==> src/rtl/fisc_fetch_unit.sv <==
// fisc_fetch_unit: owns the PC, fetches 64-bit blocks and hands out 32-bit instructions low half first.
// Optional FISC_FETCH_PREFETCH_EN adds a one-block prefetch buffer behind the line buffer.
module fisc_fetch_unit #(
    parameter int ADDR_W = 16,
    parameter int INT_W  = 64,
    parameter int INS_W  = 32
) (
    input  logic              clk,
    input  logic              reset_n,
    input  logic              enable,
    input  logic              redirect,
    input  logic [ADDR_W-1:0] redirect_pc,
    output logic              mem_rd,
    output logic [ADDR_W-4:0] mem_addr,
    input  logic [INT_W-1:0]  mem_rdata,
    input  logic              mem_rvalid,
    output logic              inst_valid,
    output logic [INS_W-1:0]  inst,
    output logic [ADDR_W-1:0] inst_pc,
    input  logic              inst_ready,
    output logic              fault
);
    localparam int BLK_W = ADDR_W - 3;

    typedef enum logic [1:0] {S_IDLE, S_REQ, S_WAIT, S_DELIVER} state_t;

    state_t            state_q, state_d, resume;
    logic [ADDR_W-1:0] pc_q, pc_d;
    logic [INT_W-1:0]  line_q, line_d;
    logic [INS_W-1:0]  inst_q, inst_d;
    logic [BLK_W-1:0]  mem_addr_q, mem_addr_d;
    logic              inst_valid_q, inst_valid_d;
    logic              mem_rd_q, mem_rd_d;
    logic              fault_q, fault_d;
    logic              drop_q, drop_d;
    logic              outst_q, outst_d;
    logic              hs, rsp, pf_issue;
`ifdef FISC_FETCH_PREFETCH_EN
    logic [INT_W-1:0]  pf_q, pf_d;
    logic              pf_v_q, pf_v_d;
    logic              pf_out_q, pf_out_d;
`endif

    function automatic logic [INS_W-1:0] half_of(input logic [INT_W-1:0] b, input logic s);
        return s ? b[INT_W-1:INS_W] : b[INS_W-1:0];
    endfunction

    always_comb begin
        hs           = inst_valid_q & inst_ready;
        rsp          = mem_rvalid & outst_q;
        resume       = enable ? S_REQ : S_IDLE;
        state_d      = state_q;
        pc_d         = pc_q;
        line_d       = line_q;
        inst_d       = inst_q;
        inst_valid_d = inst_valid_q;
        drop_d       = drop_q;
        fault_d      = 1'b0;
        pf_issue     = 1'b0;
        outst_d      = (outst_q & ~mem_rvalid) | mem_rd_q;
`ifdef FISC_FETCH_PREFETCH_EN
        pf_d         = pf_q;
        pf_v_d       = pf_v_q;
        pf_out_d     = pf_out_q & ~mem_rvalid;
`endif
        case (state_q)
            S_IDLE: if (enable) state_d = S_REQ;
            S_REQ: state_d = S_WAIT;
            S_WAIT: if (rsp) begin
                if (drop_q) begin
                    drop_d  = 1'b0;
                    state_d = resume;
                end else begin
                    line_d       = mem_rdata;
                    inst_d       = half_of(mem_rdata, pc_q[2]);
                    inst_valid_d = 1'b1;
                    state_d      = S_DELIVER;
`ifdef FISC_FETCH_PREFETCH_EN
                    pf_issue     = enable;
`endif
                end
            end
            S_DELIVER: begin
`ifdef FISC_FETCH_PREFETCH_EN
                if (rsp) begin
                    pf_d   = mem_rdata;
                    pf_v_d = 1'b1;
                end
`endif
                if (hs) begin
                    pc_d = pc_q + ADDR_W'(4);
                    if (!pc_q[2]) begin
                        inst_d = half_of(line_q, 1'b1);
`ifdef FISC_FETCH_PREFETCH_EN
                    // A prefetch landing this very cycle is forwarded straight into the line buffer.
                    end else if (pf_v_q || rsp) begin
                        line_d   = pf_v_q ? pf_q : mem_rdata;
                        inst_d   = half_of(line_d, 1'b0);
                        pf_v_d   = 1'b0;
                        pf_issue = enable;
                    end else begin
                        inst_valid_d = 1'b0;
                        state_d      = pf_out_q ? S_WAIT : resume;
                    end
`else
                    end else begin
                        inst_valid_d = 1'b0;
                        state_d      = resume;
                    end
`endif
                end
            end
        endcase
        // A redirect behind an outstanding request waits for the stale response before refetching.
        if (redirect) begin
            pc_d         = {redirect_pc[ADDR_W-1:2], 2'b00};
            inst_valid_d = 1'b0;
            fault_d      = |redirect_pc[1:0];
            drop_d       = (outst_q & ~mem_rvalid) | mem_rd_q;
            state_d      = drop_d ? S_WAIT : resume;
            pf_issue     = 1'b0;
`ifdef FISC_FETCH_PREFETCH_EN
            pf_v_d       = 1'b0;
            pf_out_d     = 1'b0;
`endif
        end
`ifdef FISC_FETCH_PREFETCH_EN
        pf_out_d   = pf_out_d | pf_issue;
`endif
        mem_rd_d   = (state_d == S_REQ) | pf_issue;
        mem_addr_d = pc_d[ADDR_W-1:3] + BLK_W'(pf_issue);
    end

    always_ff @(posedge clk or negedge reset_n) begin
        if (!reset_n) begin
            state_q      <= S_IDLE;
            pc_q         <= '0;
            line_q       <= '0;
            inst_q       <= '0;
            mem_addr_q   <= '0;
            inst_valid_q <= 1'b0;
            mem_rd_q     <= 1'b0;
            fault_q      <= 1'b0;
            drop_q       <= 1'b0;
            outst_q      <= 1'b0;
`ifdef FISC_FETCH_PREFETCH_EN
            pf_q         <= '0;
            pf_v_q       <= 1'b0;
            pf_out_q     <= 1'b0;
`endif
        end else begin
            state_q      <= state_d;
            pc_q         <= pc_d;
            line_q       <= line_d;
            inst_q       <= inst_d;
            mem_addr_q   <= mem_addr_d;
            inst_valid_q <= inst_valid_d;
            mem_rd_q     <= mem_rd_d;
            fault_q      <= fault_d;
            drop_q       <= drop_d;
            outst_q      <= outst_d;
`ifdef FISC_FETCH_PREFETCH_EN
            pf_q         <= pf_d;
            pf_v_q       <= pf_v_d;
            pf_out_q     <= pf_out_d;
`endif
        end
    end

    assign mem_rd     = mem_rd_q;
    assign mem_addr   = mem_addr_q;
    assign inst_valid = inst_valid_q;
    assign inst       = inst_q;
    assign inst_pc    = pc_q;
    assign fault      = fault_q;
endmodule

==> config.mk <==
export PLATFORM = sky130hd
export DESIGN_NAME = fisc_fetch_unit
export DESIGN_NICKNAME = d
export VERILOG_FILES = /design/src/rtl/fisc_fetch_unit.sv
export SDC_FILE = /design/constraint.sdc
export NUM_CORES = 1
export LEC_CHECK = 0
export CAP_MARGIN = 20
export CORE_AREA = 8 8 125 127
export DETAILED_ROUTE_END_ITERATION = 6
export DIE_AREA = 0 0 133 135
export PLACE_DENSITY = 0.6
export SKIP_CTS_REPAIR_TIMING = 1
export SYNTH_ARGS = -nofsm -noshare
export SYNTH_HDL_FRONTEND = slang
export SYNTH_SLANG_ARGS = --single-unit
==> constraint.sdc <==
create_clock -name clk -period 2 [get_ports clk]
set_clock_uncertainty 0.05 [all_clocks]
set_input_delay 0.2 -clock clk [delete_from_list [all_inputs] [get_ports clk]]
set_output_delay 0.2 -clock clk [all_outputs]
set_load 0.03 [all_outputs]
==> flow_summary_export.csv <==
group,metric,value,unit
routing,drc,0,
clock_tree,numCtsBuffers,9,
logic_synthesis,synth_area_per_cell,10.10,um^2
logic_synthesis,ys_ff_latch,85,
clock_tree,root_buffer,"clkbuf_16",
logic_synthesis,async_flop_share,100.0,%
clock_tree,clk_pin_slew,60,ps
clock_tree,cts.path.max_buffers,2,
clock_tree,clkLatencyLatePin,340,ps
pwr,ir_worst_vdd,0.0006169,V
critical_path,path_class,"reg -> reg",
logic_synthesis,yosysSeqAreaShare,49.81,%
critical_path,worstPathMaxFanout,8,
layout,fill_cells,1320,
grt,antenna_found_initial,0,
place,portBuffers,147,
logic_synthesis,synth_edf_count,0,
critical_path,cp_data_required_time,2170,ps
layout,drive_gt1_share,12.86,%
grt,grt_max_degree,65,
critical_path,max_stage_delay,570,ps
grt,use_met2,21.30,%
critical_path,end_kind,"flip-flop",
grt,grtUsageMet3,4.012,%
timing,maxSlewViolCount,0,
grt,gr-usage-met1,15.74,%
routing,routed_wl,11580,um
die,coreArea,13610,um^2
critical_path,worstPathArrival,2010,ps
critical_path,cp_cell_sequence,"nand4_2 > nor4_1 > nor3b_1 > a221o_1",
die,io_pins,150,
logic_synthesis,synth_cell_type_count,41,
grt,grt_pass1_wl,18930,um
grt,busiest_layer,"met2",
grt,track_usage,13.07,%
die,die_h,135,um
run_status,status,"completed",
clock_tree,htree_levels,3,
routing,vias_per_cell,4.746,
die,die_w,133,um
routing,ant_nets,0,
timing,setup_tns,0,ps
logic_synthesis,post-synth-top-area-cell,"dfrtp_1",
logic_synthesis,yosys_most_used_dff,"dfrtp_1",
pwr,p_leak,2.697,nW
clock_tree,cts_tree,"built",
place,gp_congestion,0.7767,
die,die-area,17960,um^2
logic_synthesis,yosysWarnings,0,
timing,period_minus_slack,1836,ps
logic_synthesis,synth_most_common_cell,"dfrtp_1",
layout,nNetsFinal,643,
critical_path,start_kind,"flip-flop",
layout,fin_cells,740,
routing,firstDrtPassIters,4,
place,dp_hpwl,8574,um
logic_synthesis,synth_cells,423,
die,start_util,31.37,%
timing,fmax,544.6,MHz
layout,syn2layout_area_growth,45.59,%
grt,grt_overflow,0,
layout,antennaDiodeCount,0,
min_path,min_path_type,"in -> async",
pwr,p_per_area,1252,nW/um^2
logic_synthesis,synthTopCellsByCount,"dfrtp_1 (85), nand2_1 (83), o21ai_0 (78)",
place,place_inst,724,
timing,finalSetupViolations,0,
routing,drt-wirelength-per-cell,15.65,um
flow_run,drv_cap,0,
logic_synthesis,synthTopCellsByArea,"dfrtp_1 (50%), o21ai_0 (9.1%), mux2i_1 (8.2%)",
clock_tree,clock_sinks,85,
routing,first_iter_violations,133,
logic_synthesis,syn_area,4270,um^2
timing,hold_viol_final,0,
timing,rsz0062_at_grt,"false",
timing,fin_crit_sh,91.81,%
critical_path,cp_slowest_cell,"dfrtp_1",
die,num_rows,43,
grt,grt_pass1_vias,3741,
logic_synthesis,yosysTopAreaCellShare,49.81,%
routing,num_vias,3512,
==> placed cells by master (no fill, tap or decap), types with 7 or more instances in the layout <==
master and count:
buf_4 12, clkbuf_16 9, clkdlybuf4s50_1 145, dfrtp_1 84, mux2_2 30, mux2i_1 35
nand2_1 82, nand3_1 7, nor4_1 8, o21ai_0 78
==> report_power, final <==
part	leakage (nW)	internal (mW)	switching, mW
logic	1.48	1.46	1.68
registers	1.06	2.44	0.434
clock network	0.158	1.11	0.662
==> final timing paths <==
path	start	endpoint	slack [ps]	depth (start not counted)
worst max-delay path	state_q[1]	inst_pc[14]	160	4
worst min-delay path	reset_n	inst[24]	270	2
worst max register to register	state_q[1]	inst_pc[14]	160	4
worst min register to register	inst[24]	inst[24]	430	2
max in group asynchronous	reset_n	line_q[37]	1050	3
min in group clk	redirect_pc[9]	inst_pc[9]	380	3
==> cells by family (layout without fill, tap and decap cells) <==
| family | Yosys count | in the layout | synth area share, % |
|---|---|---|---|
| other | 1 | 2 | 0.08781 |
| flip-flops | 85 | 85 | 49.81 |
| XOR/XNOR | 9 | 9 | 1.846 |
| buffers and inverters | 45 | 181 | 6.182 |
| AND/OR/NAND/NOR | 124 | 124 | 13.54 |
| AO/OA/AOI/OAI | 91 | 91 | 11.43 |
| multiplexers | 67 | 67 | 16.82 |
| adder cells (fa/ha/maj) | 1 | 1 | 0.2930 |
==> through the flow <==
step	total power, mW	hold slack, ps	instance area (um^2)	util (%)	setup slack [ps]
after floorplan	4.715	-145.6	4274	-	309.3
after global placement	6.005	88.40	5891	43.28	64.84
after detailed placement	6.093	90.97	5891	43.28	55.78
after CTS	7.919	-284.8	6205	45.58	18.37
after global routing	8.288	311.1	6217	45.68	10.09
final	7.784	267.8	6217	45.68	163.9
==> registers in the layout, summed over array words and instances, names as in the netlist <==
signal / cells
inst_pc: 14
fault: 1
outst_q: 1
drop_q: 1
inst: 32
inst_valid: 1
state_q: 2
mem_rd: 1
line_q: 32
==> layer usage <==
layer,part of all wire [%],vias to the layer above,routed length (um)
met5,0,-,0
met4,1.4,0,163
met3,6.6,13,767
met2,46,125,5364
met1,46,1658,5284
li1,-,1716,-
==> worst max-delay path, delay by kind of cell, from the launching register on <==
kind	cells	cell delay [ps]
AOI/OAI and AO/OA	1	270
DFF	1	570
and+or+nand+nor	3	840
==> area by class of cell <==
| class | count | area, um^2 | share of cell area, % |
|---|---|---|---|
| multi-input combinational | 294 | 1894 | 30.47 |
| clock inverter | 5 | 75.07 | 1.207 |
| sequential | 85 | 2128 | 34.23 |
| inverter | 3 | 11.26 | 0.1811 |
| clock buffer | 10 | 239.0 | 3.844 |
| timing repair buffer | 163 | 1644 | 26.44 |
| tap | 180 | 225.2 | 3.622 |
No activity file was read; power rests on OpenSTA's default activity.
